==> config.mk <==
export PLATFORM = sky130hd
export DESIGN_NAME = gray_codec_pipe
export DESIGN_NICKNAME = d
export VERILOG_FILES = /design/src/rtl/gray_pkg.sv /design/src/rtl/gray_pipe_stage.sv /design/src/rtl/gray_codec_pipe.sv
export SDC_FILE = /design/constraint.sdc
export NUM_CORES = 1
export LEC_CHECK = 0
export CAP_MARGIN = 20
export CORE_AREA = 3 3 40 42
export DETAILED_ROUTE_END_ITERATION = 10
export DIE_AREA = 0 0 43 45
export PLACE_DENSITY_LB_ADDON = 0.1
export SLEW_MARGIN = 20
export SYNTH_ARGS = -nofsm -noshare
export SYNTH_HDL_FRONTEND = slang
export SYNTH_SLANG_ARGS = --single-unit
==> constraint.sdc <==
create_clock -name clk -period 1.4 [get_ports clk]
set_input_delay 0.28 -clock clk [delete_from_list [all_inputs] [get_ports clk]]
set_output_delay 0.28 -clock clk [all_outputs]
set_load 0.005 [all_outputs]
==> src/rtl/gray_pkg.sv <==
// Shared mode encoding, full-width Gray/binary conversions and decode slice bounds.
// Latency: none (types and constant/combinational helpers only).
// Backpressure: not applicable.
package gray_pkg;

   // Widest word the helper functions handle; callers zero-extend and truncate.
   localparam int GRAY_W = 64;

   typedef enum logic {
      GRAY_DEC = 1'b0,
      BIN_ENC  = 1'b1
   } gray_mode_e;

   typedef logic [GRAY_W-1:0] gray_word_t;

   // Binary to Gray: each bit is the XOR of itself and its upper neighbour.
   function automatic gray_word_t bin2gray(input gray_word_t b);
      return b ^ (b >> 1);
   endfunction

   // Gray to binary: MSB copies through, every lower bit folds in the bit above it.
   function automatic gray_word_t gray2bin(input gray_word_t g);
      gray_word_t b;
      b[GRAY_W-1] = g[GRAY_W-1];
      for (int i = GRAY_W - 2; i >= 0; i--) begin
         b[i] = g[i] ^ b[i+1];
      end
      return b;
   endfunction

   // Bits resolved per decode stage, rounded up so every bit lands in some stage.
   function automatic int slice_bps(input int n, input int stages);
      return (n + stages - 1) / stages;
   endfunction

   // Top bit resolved by stage s; goes negative for trailing stages with nothing left to do.
   function automatic int slice_hi(input int n, input int stages, input int s);
      return n - 1 - s * slice_bps(n, stages);
   endfunction

   // Bottom bit resolved by stage s, clamped at bit 0.
   function automatic int slice_lo(input int n, input int stages, input int s);
      int lo;
      lo = n - (s + 1) * slice_bps(n, stages);
      return (lo < 0) ? 0 : lo;
   endfunction

endpackage

==> src/rtl/gray_pipe_stage.sv <==
// One pipeline slice: registers a beat and resolves binary bits HI..LO of a Gray decode.
// Latency: 1 cycle from accepting a beat to presenting it downstream.
// Backpressure: ready upstream = slice empty or downstream ready; held beat is frozen otherwise.
module gray_pipe_stage
   import gray_pkg::*;
#(
   parameter int N  = 4,
   parameter int HI = 3,
   parameter int LO = 0
) (
   input  logic         clk,
   input  logic         rst,
   input  logic         i_vld,
   output logic         o_rdy,
   input  logic         i_mode,
   input  logic [N-1:0] i_raw,
   input  logic [N-1:0] i_part,
   output logic         o_vld,
   input  logic         i_rdy,
   output logic         o_mode,
   output logic [N-1:0] o_raw,
   output logic [N-1:0] o_part
);

   logic         r_vld;
   logic         r_mode;
   logic [N-1:0] r_raw;
   logic [N-1:0] r_part;
   logic [N:0]   w_chain;
   logic [N-1:0] w_part;

   // Slice can take a new beat when empty or when its current beat leaves this cycle.
   assign o_rdy = !r_vld || i_rdy;

   // Resolve this slice MSB-first on top of the bits already resolved upstream;
   // bit N of the chain is a constant 0 so the word's MSB simply copies through.
   always_comb begin
      w_chain = {1'b0, i_part};
      if (i_mode == GRAY_DEC) begin
         for (int i = N - 1; i >= 0; i--) begin
            if (i <= HI && i >= LO) begin
               w_chain[i] = i_raw[i] ^ w_chain[i+1];
            end
         end
      end
      w_part = w_chain[N-1:0];
   end

   // Advance whenever ready so bubbles collapse; the payload only follows a real beat.
   always_ff @(posedge clk or posedge rst) begin
      if (rst) begin
         r_vld  <= 1'b0;
         r_mode <= 1'b0;
         r_raw  <= '0;
         r_part <= '0;
      end else if (o_rdy) begin
         r_vld <= i_vld;
         if (i_vld) begin
            r_mode <= i_mode;
            r_raw  <= i_raw;
            r_part <= w_part;
         end
      end
   end

   assign o_vld  = r_vld;
   assign o_mode = r_mode;
   assign o_raw  = r_raw;
   assign o_part = r_part;

endmodule

==> src/rtl/gray_codec_pipe.sv <==
// Pipelined per-beat Gray<->binary codec; decode XOR chain spread over STAGES slices.
// Latency: exactly STAGES cycles in both modes when the output is not stalled.
// Backpressure: full valid/ready chain; in_ready depends only on stage state and out_ready.
module gray_codec_pipe
   import gray_pkg::*;
#(
   parameter int N      = 4,   // 2 <= N <= GRAY_W
   parameter int STAGES = 1    // 1 <= STAGES <= N
) (
   input  logic         clk,
   input  logic         rst,
   input  logic         in_valid,
   output logic         in_ready,
   input  logic [N-1:0] in_data,
   input  logic         in_mode,
   output logic         out_valid,
   input  logic         out_ready,
   output logic [N-1:0] out_data,
   output logic         out_mode
);

   // Index 0 is the input side, index k+1 is the output of stage k.
   logic [STAGES:0]        w_vld;
   logic [STAGES:0]        w_rdy;
   logic [STAGES:0]        w_mode;
   logic [STAGES:0][N-1:0] w_raw;
   logic [STAGES:0][N-1:0] w_part;
   logic                   w_unused_raw;

   assign w_vld[0]  = in_valid;
   assign w_mode[0] = in_mode;
   assign w_raw[0]  = in_data;

   // Encode is finished before stage 0 registers it; decode starts from an empty partial word.
   assign w_part[0] = (in_mode == BIN_ENC) ? N'(bin2gray(gray_word_t'(in_data))) : '0;

   assign w_rdy[STAGES] = out_ready;
   assign in_ready      = w_rdy[0];

   for (genvar s = 0; s < STAGES; s++) begin : g_stage
      gray_pipe_stage #(
         .N  (N),
         .HI (slice_hi(N, STAGES, s)),
         .LO (slice_lo(N, STAGES, s))
      ) u_stage (
         .clk    (clk),
         .rst    (rst),
         .i_vld  (w_vld[s]),
         .o_rdy  (w_rdy[s]),
         .i_mode (w_mode[s]),
         .i_raw  (w_raw[s]),
         .i_part (w_part[s]),
         .o_vld  (w_vld[s+1]),
         .i_rdy  (w_rdy[s+1]),
         .o_mode (w_mode[s+1]),
         .o_raw  (w_raw[s+1]),
         .o_part (w_part[s+1])
      );
   end

   // The Gray word leaving the last slice has no consumer.
   assign w_unused_raw = ^w_raw[STAGES];

   assign out_valid = w_vld[STAGES];
   assign out_mode  = w_mode[STAGES];
   assign out_data  = w_part[STAGES];

endmodule
### Word level (Yosys, flattened, before mapping)

Index checks and enable logic that the tools add are counted.

| word-level totals | value |
|---|---|
| output and inout bits | 7 |
| register bits after elaboration | 6 |
| word-level logic and storage cells | 14 |
| input bits | 9 |

| operators by class | value |
|---|---|
| reductions and logical operators | 3 |
| muxes and demuxes | 4 |
| bitwise logic cells | 4 |

Operator list:

| kind | count |
|---|---|
| 4-bit two-way mux | 1 |
| 4-bit by 3-bit XOR with 4-bit output | 1 |
| 1-bit two-way mux | 3 |
| 1-bit XOR | 3 |
| 2-bit AND reduction | 1 |
| 1-bit zero test | 1 |
| 1-bit logical OR | 1 |

### Logic depth before layout (Yosys ltp)

Gate-level depths: netlist of the first run.

| depth | value |
|---|---|
| word-level depth | 7 |
| gate-level depth with buffers | 4 |
| gate-level depth less buffers | 4 |

### By module

A second synthesis of the first run with hierarchy kept.

| second synthesis, totals | value |
|---|---|
| cell total of the unflattened synthesis | 46 |
| area total of the unflattened synthesis | 528.0 um^2 |

Modules (own cells, without submodules):

| module | times used | sequential area each (um^2) | area an instance (um^2) | cells an instance |
|---|---|---|---|---|
| gray_pipe_stage | 1 | 250.2 | 476.7 | 39 |
| gray_codec_pipe | 1 | 0.0 | 51.3 | 7 |

### Worst setup path before layout of the first run

Ideal clock, no wire load.

| path | value |
|---|---|
| path type | reg-to-reg |
| from | register g_stage[0].u_stage.r_vld |
| to | register g_stage[0].u_stage.r_part[2] |
| stages on the path, launching flop included | 5 |
| arrival time | 978 ps |
| path buffers | 0 |
| required time | 1275 ps |
| library setup time | 125 ps |
| period minus slack after synthesis | 1102 ps |
| slack | 298 ps |
| path through | dfrtp_1 > nor2b_4 > inv_2 > nand2_2 > mux2_2 |

| between the ends | value |
|---|---|
| word-level cells in the longest chain between the ends | 3 |

RTL lines:

| element | RTL line | source |
|---|---|---|
| start, declared | gray_pipe_stage.sv:25 | `logic r_vld;` |
| start signal, assigned | gray_pipe_stage.sv:57 | `r_vld <= i_vld;` |
| 1-bit zero test | gray_pipe_stage.sv:33 | `assign o_rdy = !r_vld \|\| i_rdy;` |
| 1-bit logical OR | gray_pipe_stage.sv:33 |  |
| net in_ready | gray_codec_pipe.sv:13 | `output logic in_ready,` |
| 2-bit AND reduction (no source line) | n/a |  |
| end signal, assigned | gray_pipe_stage.sv:61 | `r_part <= w_part;` |
| end, declared | gray_pipe_stage.sv:28 | `logic [N-1:0] r_part;` |

The timed path passes the listed nets, and every way through them passes these cells.
A chain may end at the register's enable or synchronous reset.

### Worst setup path after layout of the first run

| path | value |
|---|---|
| from | register g_stage[0].u_stage.r_part[2] |
| to | output out_data[2] |

RTL lines:

| element | RTL line | source |
|---|---|---|
| end, declared | gray_codec_pipe.sv:18 | `output logic [N-1:0] out_data,` |

No word-level cell between the ends.

==> results.cfg, run 1 <==
[outcome]
status = complete, no violations

[critical_path]
crit_cells = 1
endpoint_kind = primary output
rr_worst_depth = 5
slowest_delay_ps = 500
critPathKind = flop to primary output
worstPathMaxFanout = 2
cp.required_ps = 1120
critPathSlowestCell = clkdlybuf4s50_1
crit_buf_inv = 1
crit_family = buffers and inverters
crit_arrival_ps = 1080
crit_chain = clkdlybuf4s50_1
startpoint_type = flop

[route]
wl_met2_um = 286
drt_iter0_drc = 1
met1Wirelength_um = 263
via_per_inst = 4.06
highest_layer = met4
wl_met3_um = 81
final_antenna_net_count = 0
finalWirelength_um = 634
route.detailed.wl_per_inst_um = 10.1
drt-pass1-iter-count = 2
route.detailed.drc = 0
vias = 256

[timing]
relSlewSlack = 0.845
min_period_ps = 1360
maxSlewViolCount = 0
rsz0062_at_grt = no
setup_viol = 0
timing.final.crit_share = 0.970
finalHoldViolCount = 0
tightest_slew_ps = 232
fin_ws_ps = 41.7
fmax_ghz = 0.736
finalClockSkew_ps = 0.175

[placed_design]
placed_area_um2 = 485
pre_cts_slack_ps = -260
port_buffers = 15
place_congestion = 0.743
place_hpwl_um = 543

[synthesis]
avgSynthCellArea_um2 = 10.8
synth_commonest_cells = 6 x dfrtp_1, 5 x o21ai_0, 3 x inv_1, 3 x xor2_1, 2 x mux2_2
synth.most_common_cell = dfrtp_1
synth_top_area_cell = dfrtp_1
synth_edf_count = 0
ys_seq_elements = 6
syn_area_um2 = 302
ys.flop_type = dfrtp_1
netlist.area_leader.share = 0.498
ys.warnings.count = 0
synth-seq-area-share = 0.498
synth_area_leaders = dfrtp_1 50%, xor2_1 8.7%, o21ai_0 8.3%, mux2_2 7.5%, nor2b_4 4.6%
asyncSetResetFlopFracSynth = 1.00
synth_nets = 37
synth.distinct_cells = 14
synthCells = 28

[run]
maxCapViolCount = 0

[power]
p_seq_frac = 0.409
power_frac_comb = 0.286
pwr-share-clk = 0.305
ir_drop_v = 0.000457
p_switching_uw = 124
power_density_nw_per_um2 = 1020
netSwitchingFraction = 0.239
internal_power_uw = 394
p_leak_uw = 0.000238

[floorplan]
die_area_um2 = 1940
die_x_um = 43
core-area_um2 = 1280
die_h_um = 45
fp-row-count = 13
io_pins = 16
initial_utilization = 0.235

[final_layout]
antenna_cells = 0
drive_gt1_frac = 0.229
area_growth_pct = 68.5
nFillCells = 128
stdcell_area_um2 = 508
multi_input_area_um2 = 136
ff_latch_area_um2 = 150
fin_nets = 59

[clock_tree]
clkTransAtPathRegs_ps = 40
cts_root_buf = clkbuf_4
clock_sinks = 6
cts_tree = built
post_cts_buffers = 0
cts-hold-fix-buffers = 0
cts_htree_levels = 1
cts_max_path_buffers = 2
clk-insertion-delay-late_ps = 240
cts_buffers = 3

[global_routing]
gr-total-overflow = 0
grt_pass1_vias = 252
grtUsageTotal = 0.0770
antenna_found_initial = 0
grt_max_degree = 7
grt_pass1_wl_mm = 1.02

[worst_hold_path]
hold_class = input port to asynchronous set/reset pin
## flip-flops by register name (all words and copies together), names as in the netlist
register,count
g_stage.u_stage.o_part,4
g_stage.u_stage.o_mode,1
g_stage.u_stage.o_vld,1
## placed cells by master, fill, tap and decap left out, drive strengths merged
master	synthesis	routed
xnor2	1	1
a21oi	1	1
and3	1	1
nand2	2	2
xor2	3	3
o21ai	5	5
buf	0	2
clkdlybuf4s50	0	12
dlygate4sd2	0	2
dfrtp	6	6
dlymetal6s2s	0	1
clkbuf	0	3
o31ai	1	1
nor2b	2	2
inv	4	4
mux2	2	2
## layer usage
| metal | vias to the layer above | global-route usage |
|---|---|---|
| li1 | 134 | - |
| met1 | 106 | 0.0807 |
| met2 | 14 | 0.105 |
| met3 | 2 | 0.0359 |
| met4 | 0 | 0.0904 |
| met5 | - | 0 |
## layout make-up
type / instances / area share
inverters: 4 / 0.0296
repair buffers: 17 / 0.325
multi-input cells: 18 / 0.268
clock buffers: 3 / 0.0443
flip-flops and latches: 6 / 0.296
well taps: 15 / 0.0369
## kinds of logic (layout without fill, tap and decap cells)
family | after synthesis | count (layout) | synth area share
simple gates | 5 | 5 | 0.120
mux | 2 | 2 | 0.0747
compound gates | 7 | 7 | 0.141
flops | 6 | 6 | 0.498
xor+xnor | 4 | 4 | 0.116
buf+inv | 4 | 24 | 0.0498
## worst paths after layout
| path | from | end | slack (ps) |
|---|---|---|---|
| max | g_stage[0].u_stage.o_part[2]$_DFFE_PP0P_ | out_data[2] | 40 |
| min | rst | g_stage[0].u_stage.o_part[2]$_DFFE_PP0P_ | 260 |
| max reg2reg | g_stage[0].u_stage.o_vld$_DFFE_PP0P_ | g_stage[0].u_stage.o_part[2]$_DFFE_PP0P_ | 180 |
| min reg2reg | g_stage[0].u_stage.o_part[1]$_DFFE_PP0P_ | g_stage[0].u_stage.o_part[1]$_DFFE_PP0P_ | 500 |
| max in group asynchronous | rst | g_stage[0].u_stage.o_part[3]$_DFFE_PP0P_ | 950 |
| min in group clk | g_stage[0].u_stage.o_part[1]$_DFFE_PP0P_ | g_stage[0].u_stage.o_part[1]$_DFFE_PP0P_ | 500 |
## power groups by stage
stage          logic [uW]  clock network (uW)  registers (uW)
3_3_place_gp          153                   0             214
6_report              148                 158             212
3_5_place_dp          155                   0             215
5_1_grt               163                 174             214
2_1_floorplan        53.5                   0             217
4_1_cts               153                 166             212
## stage by stage
step | total power [uW] | setup TNS (ps) | hold WS [ps] | cells | utilization
6_report | 518 | 0 | 256 | 63 | 0.395
2_1_floorplan | 271 | 0 | 71.0 | 28 | -
3_5_place_dp | 370 | -736 | 496 | 60 | 0.378
4_1_cts | 532 | 0 | 260 | 63 | 0.393
5_1_grt | 551 | 0 | 288 | 63 | 0.395
3_3_place_gp | 367 | -669 | 490 | 60 | 0.378
## timing repair
item,4_1_cts,5_1_grt
pin swaps,0,0
gates resized for setup,2,1
endpoints found under the setup margin,1,1
(Power assumes the default switching activity.)
==> run 2: changes to the inputs <==
--- a/config.mk
+++ b/config.mk
@@ -5,6 +5,7 @@
 export SDC_FILE = /design/constraint.sdc
 export NUM_CORES = 1
 export LEC_CHECK = 0
+export ABC_AREA = 1
 export CAP_MARGIN = 20
 export CORE_AREA = 3 3 40 42
 export DETAILED_ROUTE_END_ITERATION = 10
==> run 2 against run 1 <==
Highest routed layer unchanged; largest power group unchanged; count of clock-buffer cells in the layout stayed put; critical endpoint is now out_valid; fmax shrank 0.16%; largest cell class unchanged; first-iteration DRC count increased to 3.0 times the previous value; via count is 21% higher.
==> results.cfg, run 2 <==
[floorplan]
die_x_um = 43
fp-row-count = 13
core-area_um2 = 1280
io_pins = 16
die_area_um2 = 1940
die_h_um = 45
initial_utilization = 0.235

[placed_design]
dp.cells = 74
port_buffers = 15
place_congestion = 0.653

[route]
drt_iter0_drc = 3
finalWirelength_um = 657
route.detailed.wl_per_inst_um = 8.42
via_per_inst = 3.97
route.detailed.drc = 0
vias = 310
final_antenna_net_count = 0
drt-pass1-iter-count = 2

[synthesis]
synth_commonest_cells = 14 x nand2_1, 8 x inv_1, 6 x dfrtp_1, 3 x nand3_1, 3 x o21ai_0
ys_seq_elements = 6
synth_area_leaders = dfrtp_1 50%, nand2_1 17%, inv_1 10%, nand3_1 5.0%, o21ai_0 5.0%
asyncSetResetFlopFracSynth = 1.00
synth_edf_count = 0
synth_top_area_cell = dfrtp_1
synth.distinct_cells = 10
ys.flop_type = dfrtp_1
synth-seq-area-share = 0.498
synthCells = 40
synth.most_common_cell = nand2_1
avgSynthCellArea_um2 = 7.54
syn_area_um2 = 302
netlist.area_leader.share = 0.498
ys.warnings.count = 0
synth_nets = 49

[final_layout]
drive_gt1_frac = 0.159
largest_reg_flops = 4
mostFrequentLayoutCells = 14 x nand2_1, 11 x clkdlybuf4s50_1, 8 x inv_1
final_util = 0.418
nFillCells = 136
fin_nets = 74
area_growth_pct = 78.0
layout_commonest_cell = nand2_1
final_cells = 78
antenna_cells = 0

[timing]
relSlewSlack = 0.856
min_period_ps = 1360
finalHoldViolCount = 0
timing.final.crit_share = 0.972
finalClockSkew_ps = 1.73
final.setup.tns_ps = 0
tightest_slew_ps = 216
setup_viol = 0
maxSlewViolCount = 0
hold_slack_ps = 249
rsz0062_at_grt = no
fmax_ghz = 0.735

[power]
ir_drop_v = 0.000332
power_density_nw_per_um2 = 962
p_leak_uw = 0.000305

[critical_path]
slowest_delay_ps = 500
cp.required_ps = 1120
worstPathMaxFanout = 2
crit_family = buffers and inverters
crit_chain = clkdlybuf4s50_1
startpoint_type = flop
crit_buf_inv = 1
critPathSlowestCell = clkdlybuf4s50_1
crit_arrival_ps = 1080
critPathKind = flop to primary output
endpoint_kind = primary output

[global_routing]
grt_max_degree = 11
grtUsageMet1 = 0.0885
antenna_found_initial = 0
grt_use_met3 = 0.0319
grt_pass1_vias = 292
grt_pass1_wl_mm = 1.12
busiest_layer = met4
grtUsageTotal = 0.0855
gr-total-overflow = 0
use_met2 = 0.111

[worst_hold_path]
hold_class = input port to asynchronous set/reset pin

[clock_tree]
cts_root_buf = clkbuf_4
cts-hold-fix-buffers = 0
cts_max_path_buffers = 2
cts_buffers = 3
cts_tree = built
clock_sinks = 6
clkTransAtPathRegs_ps = 40
cts_htree_levels = 1
clk-insertion-delay-late_ps = 240

[outcome]
status = complete, no violations

[run]
maxCapViolCount = 0
[run 2: path summary, 6_finish.rpt]
check	startpoint	endpoint	slack [ps]	cells past startpoint
max	g_stage[0].u_stage.o_vld$_DFFE_PP0P_	out_valid	40	1
min	rst	g_stage[0].u_stage.o_vld$_DFFE_PP0P_	250	2
max in group asynchronous	rst	g_stage[0].u_stage.o_part[2]$_DFFE_PP0P_	970	2
min reg2reg	g_stage[0].u_stage.o_part[0]$_DFFE_PP0P_	g_stage[0].u_stage.o_part[0]$_DFFE_PP0P_	480	2
min in group clk	g_stage[0].u_stage.o_part[0]$_DFFE_PP0P_	g_stage[0].u_stage.o_part[0]$_DFFE_PP0P_	480	2
max reg2reg	g_stage[0].u_stage.o_vld$_DFFE_PP0P_	g_stage[0].u_stage.o_part[1]$_DFFE_PP0P_	390	6
[run 2: routing by layer]
metal / up-vias / share of wire
met5: - / 0
met4: 0 / 0.059
met3: 4 / 0.12
met2: 17 / 0.38
met1: 120 / 0.44
li1: 169 / -
[run 2: layout make-up]
class	count	area [um^2]	area share
timing repair buffer	20	194	0.361
sequential	6	150	0.280
multi-input combinational	26	121	0.226
inverter	8	30.0	0.0559
clock buffer	3	22.5	0.0420
tap	15	18.8	0.0350
[run 2: metrics by stage]
step / area (um^2) / total power [uW] / worst slack, ps
global route: 537 / 554 / 0.556
floorplan: 302 / 266 / 486
global placement: 500 / 367 / -201
finish: 537 / 516 / 39.6
detailed placement: 500 / 368 / -220
CTS: 522 / 530 / 15.6
[run 2: repair_timing]
action | 4_1_cts | 5_1_grt
buffers inserted | 0 | 1
setup endpoints to repair | 1 | 4
resized for setup | 1 | 3
[run 2: power breakdown]
| part | total, uW | leakage, uW | internal [uW] | switching (uW) |
|---|---|---|---|---|
| Clock | 154 | 0.0000138 | 96.6 | 57.7 |
| Sequential | 212 | 0.0000716 | 200 | 12.5 |
| Combinational | 149 | 0.000219 | 93.3 | 56.1 |
[run 2: cells by family (layout without fill, tap and decap cells)]
family | count (synthesis) | in the layout | share of synthesized area
AND/OR/NAND/NOR | 20 | 20 | 0.290
buffers and inverters | 8 | 31 | 0.0996
flip-flops | 6 | 6 | 0.498
AO/OA/AOI/OAI | 5 | 5 | 0.0830
XOR/XNOR | 1 | 1 | 0.0291
